File: config.mk
export PLATFORM = sky130hd
export DESIGN_NAME = eee_multi_bbox
export DESIGN_NICKNAME = d
export VERILOG_FILES = /design/src/rtl/eee_vip_pkg.sv /design/src/rtl/eee_bbox_track.sv /design/src/rtl/eee_multi_bbox.sv
export SDC_FILE = /design/constraint.sdc
export NUM_CORES = 2
export LEC_CHECK = 0
export ABC_CLOCK_PERIOD_IN_PS = 4870
export CORE_MARGIN = 1
export CORE_UTILIZATION = 40
export CTS_BUF_LIST = sky130_fd_sc_hd__clkbuf_8
export CTS_CLUSTER_SIZE = 24
export DETAILED_ROUTE_END_ITERATION = 16
export SLEW_MARGIN = 20
export SYNTH_ARGS = -nofsm -noshare
export SYNTH_HDL_FRONTEND = slang
export SYNTH_SLANG_ARGS = --single-unit
File: constraint.sdc
create_clock -name clk -period 4.87 [get_ports clk]
set_input_delay 0.487 -clock clk [delete_from_list [all_inputs] [get_ports clk]]
set_output_delay 0.487 -clock clk [all_outputs]
set_load 0.02 [all_outputs]
File: src/rtl/eee_vip_pkg.sv
// Shared constants and types for the video bounding-box blocks.
package eee_vip_pkg;
  localparam int COORD_W = 11;

  localparam logic [1:0] MODE_PASS   = 2'd0;
  localparam logic [1:0] MODE_HILITE = 2'd1;
  localparam logic [1:0] MODE_BOX    = 2'd2;
  localparam logic [1:0] MODE_BOTH   = 2'd3;

  localparam logic [1:0] FLD_LO  = 2'd0;
  localparam logic [1:0] FLD_HI  = 2'd1;
  localparam logic [1:0] FLD_MIN = 2'd2;
  localparam logic [1:0] FLD_MAX = 2'd3;

  localparam logic [3:0] PKT_VIDEO = 4'h0;

  typedef logic [COORD_W-1:0] coord_t;

  typedef struct packed {
    logic   valid;
    coord_t ymin;
    coord_t xmin;
    coord_t ymax;
    coord_t xmax;
  } box_t;

  function automatic logic [31:0] pack_corner(input logic v, input coord_t y, input coord_t x);
    return {v, 4'b0, y, 5'b0, x};
  endfunction
endpackage

File: src/rtl/eee_bbox_track.sv
// One colour channel: threshold registers, live box tracker and latched result box.
module eee_bbox_track
  import eee_vip_pkg::*;
#(
  parameter int BPS     = 8,
  parameter int IMAGE_W = 640,
  parameter int IMAGE_H = 480
) (
  input  logic             clk,
  input  logic             reset_n,
  input  logic             clr,
  input  logic             pix_en,
  input  logic             latch,
  input  logic             wr_lo,
  input  logic             wr_hi,
  input  logic [3*BPS-1:0] wdata,
  input  logic [3*BPS-1:0] pix,
  input  coord_t           x,
  input  coord_t           y,
  output logic             match,
  output logic             on_perim,
  output logic [3*BPS-1:0] lo,
  output logic [3*BPS-1:0] hi,
  output box_t             res
);
  localparam box_t LIVE_INIT = '{valid: 1'b0,
                                 ymin: COORD_W'(IMAGE_H-1), xmin: COORD_W'(IMAGE_W-1),
                                 ymax: '0, xmax: '0};

  box_t live, live_nxt;
  logic in_x, in_y;

  always_comb begin
    match = 1'b1;
    for (int s = 0; s < 3; s++)
      if (pix[s*BPS +: BPS] < lo[s*BPS +: BPS] || pix[s*BPS +: BPS] > hi[s*BPS +: BPS])
        match = 1'b0;
  end

  always_comb begin
    live_nxt = live;
    if (match) begin
      live_nxt.valid = 1'b1;
      if (x < live.xmin) live_nxt.xmin = x;
      if (y < live.ymin) live_nxt.ymin = y;
      if (x > live.xmax) live_nxt.xmax = x;
      if (y > live.ymax) live_nxt.ymax = y;
    end
  end

  // Perimeter test runs against the previous frame's latched box.
  assign in_x     = (x >= res.xmin) && (x <= res.xmax);
  assign in_y     = (y >= res.ymin) && (y <= res.ymax);
  assign on_perim = res.valid && ((in_y && (x == res.xmin || x == res.xmax)) ||
                                  (in_x && (y == res.ymin || y == res.ymax)));

  always_ff @(posedge clk) begin
    if (!reset_n) begin
      lo   <= '0;
      hi   <= '1;
      live <= LIVE_INIT;
      res  <= '0;
    end else begin
      if (wr_lo) lo <= wdata;
      if (wr_hi) hi <= wdata;
      if (clr) live <= LIVE_INIT;
      else if (pix_en) begin
        live <= latch ? LIVE_INIT : live_nxt;
        if (latch) res <= live_nxt;
      end
    end
  end
endmodule

File: src/rtl/eee_multi_bbox.sv
// Multi-colour bounding-box finder on an Avalon-ST video stream with MM register access.
module eee_multi_bbox
  import eee_vip_pkg::*;
#(
  parameter int NUM_COLOURS = 4,
  parameter int IMAGE_W     = 640,
  parameter int IMAGE_H     = 480,
  parameter int BPS         = 8
) (
  input  logic             clk,
  input  logic             reset_n,
  input  logic [3*BPS-1:0] sink_data,
  input  logic             sink_valid,
  output logic             sink_ready,
  input  logic             sink_sop,
  input  logic             sink_eop,
  output logic [3*BPS-1:0] source_data,
  output logic             source_valid,
  input  logic             source_ready,
  output logic             source_sop,
  output logic             source_eop,
  input  logic [4:0]       s_address,
  input  logic             s_read,
  input  logic             s_write,
  input  logic [31:0]      s_writedata,
  output logic [31:0]      s_readdata,
  input  logic [1:0]       mode,
  output logic             frame_done
);
  localparam int     PW    = 3*BPS;
  localparam coord_t XLAST = COORD_W'(IMAGE_W-1);
  localparam coord_t YLAST = COORD_W'(IMAGE_H-1);

  logic accept, hdr, pix_en, vid_hdr, in_video, hl_en, box_en;
  logic [1:0] mode_q;
  coord_t x, y;
  logic [2:0] col;
  logic [1:0] fld;
  logic [PW-1:0] out_pix;
  logic [31:0] rd_mux;
  logic [NUM_COLOURS-1:0] match_v, perim_v;
  logic [NUM_COLOURS-1:0][PW-1:0] lo_a, hi_a;
  box_t [NUM_COLOURS-1:0] res_a;
  logic unused_wdata;

  assign unused_wdata = ^s_writedata;
  assign sink_ready = source_ready || !source_valid;
  assign accept     = sink_valid && sink_ready;
  assign hdr        = accept && sink_sop;
  assign vid_hdr    = hdr && (sink_data[3:0] == PKT_VIDEO);
  assign pix_en     = accept && !sink_sop && in_video;
  assign hl_en      = (mode_q == MODE_HILITE) || (mode_q == MODE_BOTH);
  assign box_en     = (mode_q == MODE_BOX) || (mode_q == MODE_BOTH);
  assign col        = s_address[4:2];
  assign fld        = s_address[1:0];

  for (genvar c = 0; c < NUM_COLOURS; c++) begin : g_trk
    eee_bbox_track #(.BPS(BPS), .IMAGE_W(IMAGE_W), .IMAGE_H(IMAGE_H)) u_trk (
      .clk      (clk),
      .reset_n  (reset_n),
      .clr      (vid_hdr),
      .pix_en   (pix_en),
      .latch    (sink_eop),
      .wr_lo    (s_write && col == 3'(c) && fld == FLD_LO),
      .wr_hi    (s_write && col == 3'(c) && fld == FLD_HI),
      .wdata    (s_writedata[PW-1:0]),
      .pix      (sink_data),
      .x        (x),
      .y        (y),
      .match    (match_v[c]),
      .on_perim (perim_v[c]),
      .lo       (lo_a[c]),
      .hi       (hi_a[c]),
      .res      (res_a[c])
    );
  end

  // Box drawing wins over highlight on the same pixel.
  always_comb begin
    out_pix = sink_data;
    if (pix_en) begin
      if (box_en && |perim_v)     out_pix = ~sink_data;
      else if (hl_en && |match_v) out_pix = '1;
    end
  end

  always_comb begin
    rd_mux = '0;
    for (int c = 0; c < NUM_COLOURS; c++)
      if (col == 3'(c))
        case (fld)
          FLD_LO:  rd_mux = 32'(lo_a[c]);
          FLD_HI:  rd_mux = 32'(hi_a[c]);
          FLD_MIN: rd_mux = pack_corner(res_a[c].valid, res_a[c].ymin, res_a[c].xmin);
          default: rd_mux = pack_corner(res_a[c].valid, res_a[c].ymax, res_a[c].xmax);
        endcase
  end

  always_ff @(posedge clk) begin
    if (!reset_n) begin
      source_data  <= '0;
      source_valid <= 1'b0;
      source_sop   <= 1'b0;
      source_eop   <= 1'b0;
      frame_done   <= 1'b0;
      s_readdata   <= '0;
      x            <= '0;
      y            <= '0;
      in_video     <= 1'b0;
      mode_q       <= MODE_PASS;
    end else begin
      frame_done <= pix_en && sink_eop;
      if (s_read) s_readdata <= rd_mux;
      if (accept) begin
        source_data  <= out_pix;
        source_valid <= 1'b1;
        source_sop   <= sink_sop;
        source_eop   <= sink_eop;
      end else if (source_ready) begin
        source_valid <= 1'b0;
      end
      if (hdr) begin
        in_video <= vid_hdr;
        x        <= '0;
        y        <= '0;
        if (vid_hdr) mode_q <= mode;
      end else if (pix_en) begin
        if (sink_eop) in_video <= 1'b0;
        if (x == XLAST) begin
          x <= '0;
          if (y != YLAST) y <= y + 1'b1;
        end else begin
          x <= x + 1'b1;
        end
      end
    end
  end
endmodule

Yosys cells after proc, flatten, opt, wreduce, memory -nomap -nowiden
Cells that the tools add are included.
{"block": "op_classes", "n_addsub": 2, "n_mul": 0, "n_div": 0, "magnitude_cmp": 56, "n_eq_ne": 26, "n_shift": 0, "muxes": 53, "bitwise_logic": 3, "n_reduce_logical": 83}
{"operator": "$pmux W32 S3", "count": 4}
{"operator": "$mux W45", "count": 8}
{"operator": "$mux W11", "count": 17}
{"operator": "$eq A11 B11 Y1", "count": 16}
{"operator": "$mux W32", "count": 4}
{"operator": "$gt A8 B8 Y1", "count": 12}
{"operator": "$lt A8 B8 Y1", "count": 12}
{"operator": "$ge A11 B11 Y1", "count": 8}
{"operator": "$gt A11 B11 Y1", "count": 8}
{"operator": "$le A11 B11 Y1", "count": 8}
{"operator": "$lt A11 B11 Y1", "count": 8}
{"operator": "$mux W24", "count": 3}
{"operator": "$logic_and A1 B1 Y1", "count": 40}
{"operator": "$logic_or A1 B1 Y1", "count": 27}
{"operator": "$not A24 Y24", "count": 1}
{"operator": "$add A11 B1 Y11 const B", "count": 2}
{"operator": "$mux W1", "count": 17}
{"operator": "$eq A11 B10 Y1 const B", "count": 1}
{"operator": "$ne A11 B9 Y1 const B", "count": 1}
{"operator": "$reduce_or A4 Y1", "count": 2}
{"operator": "$eq A2 B2 Y1 const B", "count": 3}
{"operator": "$eq A3 B2 Y1 const B", "count": 2}
{"operator": "$reduce_and A3 Y1", "count": 2}
{"operator": "$reduce_bool A2 Y1", "count": 3}
{"operator": "9 further kinds", "count": 14}
{"block": "word_totals", "reg_bits": 637, "latchBits": 0, "ramBits": 0, "mem_bits_ro": 0, "in_bits": 71, "out_inout_bits": 61, "word_cells": 281, "mem_count": 0}

Longest topological paths before layout
{"block": "depth", "word_depth": 10, "mapped_depth": 14, "ltp_nobuf": 11}

Cells and area by module
From an unflattened synthesis, not the netlist that was laid out.
{"block": "hier_totals", "cells_unflattened": 4481, "area_unflattened_um2": 39769.4}
{"module": "eee_bbox_track (g_trk[0].u_trk ...)", "n_inst": 3, "cells_each": 954, "area_per_inst_um2": 8378.0, "seq_area_each_um2": 2762.6}
{"module": "eee_bbox_track (g_trk[1].u_trk)", "n_inst": 1, "cells_each": 963, "area_per_inst_um2": 8455.6, "seq_area_each_um2": 2762.6}
{"module": "eee_multi_bbox", "n_inst": 1, "cells_each": 656, "area_per_inst_um2": 6179.7, "seq_area_each_um2": 1621.6}

Worst setup path after synthesis
Ideal clock, no wire load.
{"block": "synth_path", "kind": "reg2reg", "start": "reg x[0]", "end": "reg source_data[10]", "setup_ns": 0.127, "arrival_time_ns": 3.168, "required_ns": 4.743, "slack_ns": 1.575, "stages_incl_launch_ff": 15, "path_buffers": 3, "period_less_slack_ns": 3.295, "cell_sequence": "dfxtp_1 clkbuf_1 inv_1 ha_1 nand2b_1 a211oi_1 or3_1 a221o_1 o32ai_1 a222oi_1 and2_1 buf_4 buf_6 nor4b_1 or3_1"}
{"block": "synth_via", "elab_chain_len": 9, "word_cells_on_any_way": 44, "cone_classes": "order compare (8); eq/ne (8); mux (2); reduce/logical (26)"}
{"element": "start: declaration", "line_no": "eee_multi_bbox.sv:36", "source": "coord_t x, y;"}
{"element": "start signal: assignment", "line_no": "eee_multi_bbox.sv:133", "source": "x <= x + 1'b1;"}
{"element": "$ge A11 B11 Y1 (tied with other cells)", "line_no": "eee_bbox_track.sv:52", "source": "assign in_x = (x >= res.xmin) && (x <= res.xmax);"}
{"element": "$logic_and A1 B1 Y1 / $logic_or A1 B1 Y1 (equally long branches)", "line_no": "eee_bbox_track.sv:52, eee_bbox_track.sv:54"}
{"element": "$logic_and A1 B1 Y1, on equally long branches", "line_no": "eee_bbox_track.sv:55, eee_bbox_track.sv:54"}
{"element": "$logic_or A1 B1 Y1", "line_no": "eee_bbox_track.sv:54", "source": "assign on_perim = res.valid && ((in_y && (x == res.xmin || x == res.xmax)) ||"}
{"element": "$logic_and A1 B1 Y1", "line_no": "eee_bbox_track.sv:54"}
{"element": "$reduce_or A4 Y1 *", "line_no": "eee_multi_bbox.sv:82", "source": "if (box_en && |perim_v) out_pix = ~sink_data;"}
{"element": "$logic_and A1 B1 Y1 *", "line_no": "eee_multi_bbox.sv:82"}
{"element": "$mux W24 *", "line_no": "eee_multi_bbox.sv:82"}
{"element": "$mux W24 *", "line_no": "eee_multi_bbox.sv:81", "source": "if (pix_en) begin"}
{"element": "end signal: assignment", "line_no": "eee_multi_bbox.sv:115", "source": "source_data <= out_pix;"}
{"element": "end: declaration", "line_no": "eee_multi_bbox.sv:17", "source": "output logic [3*BPS-1:0] source_data,"}
Mark *: on every way between the ends. The rest lies on a longest branch, timed or not.
A chain may end at the register's enable or synchronous reset.

Worst setup path in the final report
{"block": "layout_path", "start": "reg y[2]", "end": "reg source_data[17]"}
{"block": "layout_via", "elab_chain_len": 9, "word_cells_on_any_way": 44, "cone_classes": "order compare (8); eq/ne (8); mux (2); reduce/logical (26)"}
{"element": "start: declaration", "line_no": "eee_multi_bbox.sv:36"}
{"element": "start signal: assignment", "line_no": "eee_multi_bbox.sv:131", "source": "if (y != YLAST) y <= y + 1'b1;"}
{"element": "$ge A11 B11 Y1 (tied with other cells)", "line_no": "eee_bbox_track.sv:53", "source": "assign in_y = (y >= res.ymin) && (y <= res.ymax);"}
{"element": "$logic_and A1 B1 Y1 / $logic_or A1 B1 Y1 (equally long branches)", "line_no": "eee_bbox_track.sv:53, eee_bbox_track.sv:55"}
{"element": "$logic_and A1 B1 Y1, on equally long branches", "line_no": "eee_bbox_track.sv:54, eee_bbox_track.sv:55"}
{"element": "$logic_or A1 B1 Y1", "line_no": "eee_bbox_track.sv:54"}
{"element": "$logic_and A1 B1 Y1", "line_no": "eee_bbox_track.sv:54"}
{"element": "$reduce_or A4 Y1 *", "line_no": "eee_multi_bbox.sv:82"}
{"element": "$logic_and A1 B1 Y1 *", "line_no": "eee_multi_bbox.sv:82"}
{"element": "$mux W24 *", "line_no": "eee_multi_bbox.sv:82"}
{"element": "$mux W24 *", "line_no": "eee_multi_bbox.sv:81"}
Marked as above.

==> results.md <==
* Reg2Reg Capture Point: source_data[17]
* R2R depth at 12
* Routed WL at about 150000 um
* H-tree depth at 3
* Adder-Cell Fraction of Synth Area at 0.161
* Row cnt at around 120
* Clock transition at path regs at about 0.060 ns
* Hold-fix buffers, CTS at 0
* Crit path DAT at about 5.1 ns
* Post-Syn Area at 0.0409 mm2
* Pins Over Slew Limit at 0
* Average cell area after synthesis at 8.32 um2
* Crit path launch type: register
* Power Total at 11.6 mW
* Most frequent cells in the layout: 647 x nand2_1, 632 x dfxtp_1, 585 x inv_1
* RSZ-0062 raised after global routing: false
* CP required at around 5.6 ns
* Fill cells at between 9000 and 10000
* Global routing usage on met2 at 0.433
* GRT Total Usage at 0.287
* Outcome: complete, no violations
* Nets at 5641
* TritonCTS Buffers at around 120
* Final GP Congestion at around 1
* Post-DP HPWL at 113000 um
* Tmin final at between 4 and 5 ns
* Clock Skew at about 0.025 ns
* Post-Synthesis Cells at about 4900
* Sink Count at 633
* Grt met3 use at 0.0453
* Xor/xnor share of the synthesized area at 0.00407
* Leakage at 20.2 nW
* Initial DRT Pass Iterations at 6
* Via/cell ratio at 5.78
* Hold Vio Cnt, Final at 0
* Post-synthesis simple-gate area fraction at 0.145
* Min setup slack post-route at around 0.54 ns
* Worst vdd ir at ~0.2 mV
* Syn. warnings at 0
* Synthesized flop and latch total at ~630
* GR peak layer: met2
* Die Wd at approximately 320 um
* Residual DRC at 0
* Global-route met1 utilization at 0.407
* Worst Path Max Fanout at 24
* Layout cell share with drive strength beyond 1 at 0.0921
* Fin crit share at 0.889
* Initial cell density of the core at 0.406
* Synth Flop Type: dfxtp_1
* CTS tree: yes
* Largest net degree at the start of global routing at 96
* Largest family of logic cells by synthesized area: compound AO/OA/AOI/OAI gates
* CTS max path bufs at 3
* Via count at between 30000 and 40000
* First-pass GRT wire length at 224000 um
* Die Span Y at 322 um
* WHS Endpoint: g_trk[1].u_trk.hi[12]
* Multiplexer share of the synthesized area at 0.0902
* Reg2reg setup slack at between 0.5 and 0.6 ns
* Worst-path cell chain: buf_4 -> ha_1 -> nand3_1 -> or2_2 -> nor2_1 -> nor2_1 -> a211oi_1 -> a222oi_1 -> buf_4 -> and2_1 -> nor4b_1 -> or3_1
* Worst Hold Class: primary input to register
* Grt ovf at 0
* R2R Path Start: y[2]
* Top-level port count at ~130
* Post-synth EDFFs at 0
* Die area at ~0.10 mm2
* Compound-gate portion of the synthesized area at 0.209
* Fmax at around 230 MHz
* Seq/Total Area, Yosys at 0.310
* Worst slack, placed at 0.548 ns
* Post-CTS Resized at 0
* PortBufs at between 100 and 150
* Actual slew at the worst max-slew pin at between 1 and 1.5 ns
* Placeable Area at approximately 0.10 mm2
* Highest-delay cell along the critical path: dfxtp_1
* Clock Tree Root: clkbuf_8
* Crit path largest cell delay at between 0.9 and 1 ns
* Worst hold start: reset_n
* Fin Setup TNS at 0 ns
* Initial antenna violation count at 8
* WS Path Type: register to register
* CP Capture Type: register
* Slew Limit Headroom at 0.288
* P&R area growth vs syn at 13.9%
* Most common cell after layout, fill and taps aside: nand2_1
* Clock Latency Late Sink at between 0.7 and 0.8 ns
* Endpoints failing setup at 0
* Ys async rst share at 0
* Post-CTS Setup Inserts at 0
* Antenna Nets Post-Route at 0
* Netlist cell types at 74
* Vias in the first global route at 34977
* DR WL/cell at about 23 um
* WHS Path Cells at 2
* Drt initial violations at approximately 3800
* Max cap viols at 0
* Power Density at 249 mW/mm2
[how the worst max path moves through the flow]
stage / start / endpoint / slack, ns / depth (start not counted)
3_3_place_gp: y[1] / source_data[9] / 0.52 / 10
4_1_cts: y[2] / source_data[17] / 0.64 / 12
3_5_place_dp: sink_data[1] / g_trk[0].u_trk.live[43] / 0.55 / 13
6_report: y[2] / source_data[17] / 0.54 / 12
5_1_grt: y[2] / source_data[18] / 0.44 / 12
2_1_floorplan: x[0] / source_data[10] / 1.57 / 14
[area by class of cell]
type / instances / area (um2) / area share
Clock inverter: 64 / 274 / 0.00588
Multi-Input combinational cell: 3436 / 25100 / 0.538
Inverter: 535 / 2010 / 0.0431
Tap cell: 1357 / 1700 / 0.0364
Clock buffer: 143 / 1970 / 0.0422
Sequential cell: 633 / 12700 / 0.272
Timing Repair Buffer: 322 / 2890 / 0.0620
Antenna cell: 4 / 10.0 / 0.000215
[Yosys cell counts, drive strengths merged, types with 11 or more instances]
master / n / area (um2)
a2111oi: 13 / 114
a211oi: 23 / 173
a21boi: 131 / 983
a21o: 55 / 413
a21oi: 348 / 1740
a222oi: 11 / 110
a22oi: 40 / 300
and2: 17 / 106
and3: 18 / 113
buf: 46 / 257
clkbuf: 274 / 1060
dfxtp: 633 / 12700
ha: 526 / 6580
inv: 535 / 2010
mux2i: 218 / 2180
mux4: 67 / 1510
nand2: 652 / 2450
nand2b: 26 / 163
nand3: 88 / 440
nand4: 112 / 701
nor2: 180 / 676
nor2b: 39 / 244
nor3: 44 / 220
nor4b: 27 / 267
o211a: 28 / 280
o211ai: 161 / 1210
o21a: 20 / 150
o21ai: 208 / 1040
o22ai: 181 / 1140
o32ai: 20 / 175
or3: 30 / 188
xnor2: 12 / 105
[per-layer routing]
layer  wire (um)  vias up
met5          44        -
met4        6300        6
met3       11800      267
met2       64300     1470
met1       69500    17959
li1            -    17852
[through the flow]
stage          instance area (um2)  hold slack, ns  instances   util
6_report                     46600          0.0903       6494  0.463
5_1_grt                      46600          0.0863       6492  0.463
4_1_cts                      46600          0.0411       6489  0.462
3_5_place_dp                 44300           0.446       6282  0.440
3_3_place_gp                 44300           0.439       6282  0.440
2_1_floorplan                40900           0.428       4924      -
[logic make-up (layout without fill, tap and decap cells)]
kind of cell             after synthesis  in the layout
multiplexers                         285            285
buffers and inverters                855           1064
XOR/XNOR                              19             19
flip-flops                           633            633
AND/OR/NAND/NOR                     1278           1278
adder cells (fa/ha/maj)              526            526
other                                  1              8
AO/OA/AOI/OAI                       1324           1324
[worst max-delay path, delay by kind of cell, from the launching register on]
kind | cells | cell delay, ns
compound gates | 2 | 0.76
fa+ha+maj | 1 | 0.20
buf+inv | 2 | 0.51
flops | 1 | 0.91
simple gates | 7 | 1.90
[report_power, final]
part / total [mW] / internal [mW] / switching [mW]
Clock: 5.06 / 2.62 / 2.44
Sequential: 5.27 / 5.23 / 0.0367
Combinational: 1.27 / 0.469 / 0.802
[flip-flops by register name, summed over array words and instances (netlist names)]
| register | count |
|---|---|
| s_readdata | 28 |
| source_eop | 1 |
| mode_q | 2 |
| source_data | 24 |
| frame_done | 1 |
| x | 11 |
| y | 11 |
| g_trk.u_trk.live | 180 |
| source_valid | 1 |
| source_sop | 1 |
| g_trk.u_trk.lo | 96 |
| g_trk.u_trk.res | 180 |
| g_trk.u_trk.hi | 96 |
| in_video | 1 |
Note: power is estimated with default switching activity, not from simulation.
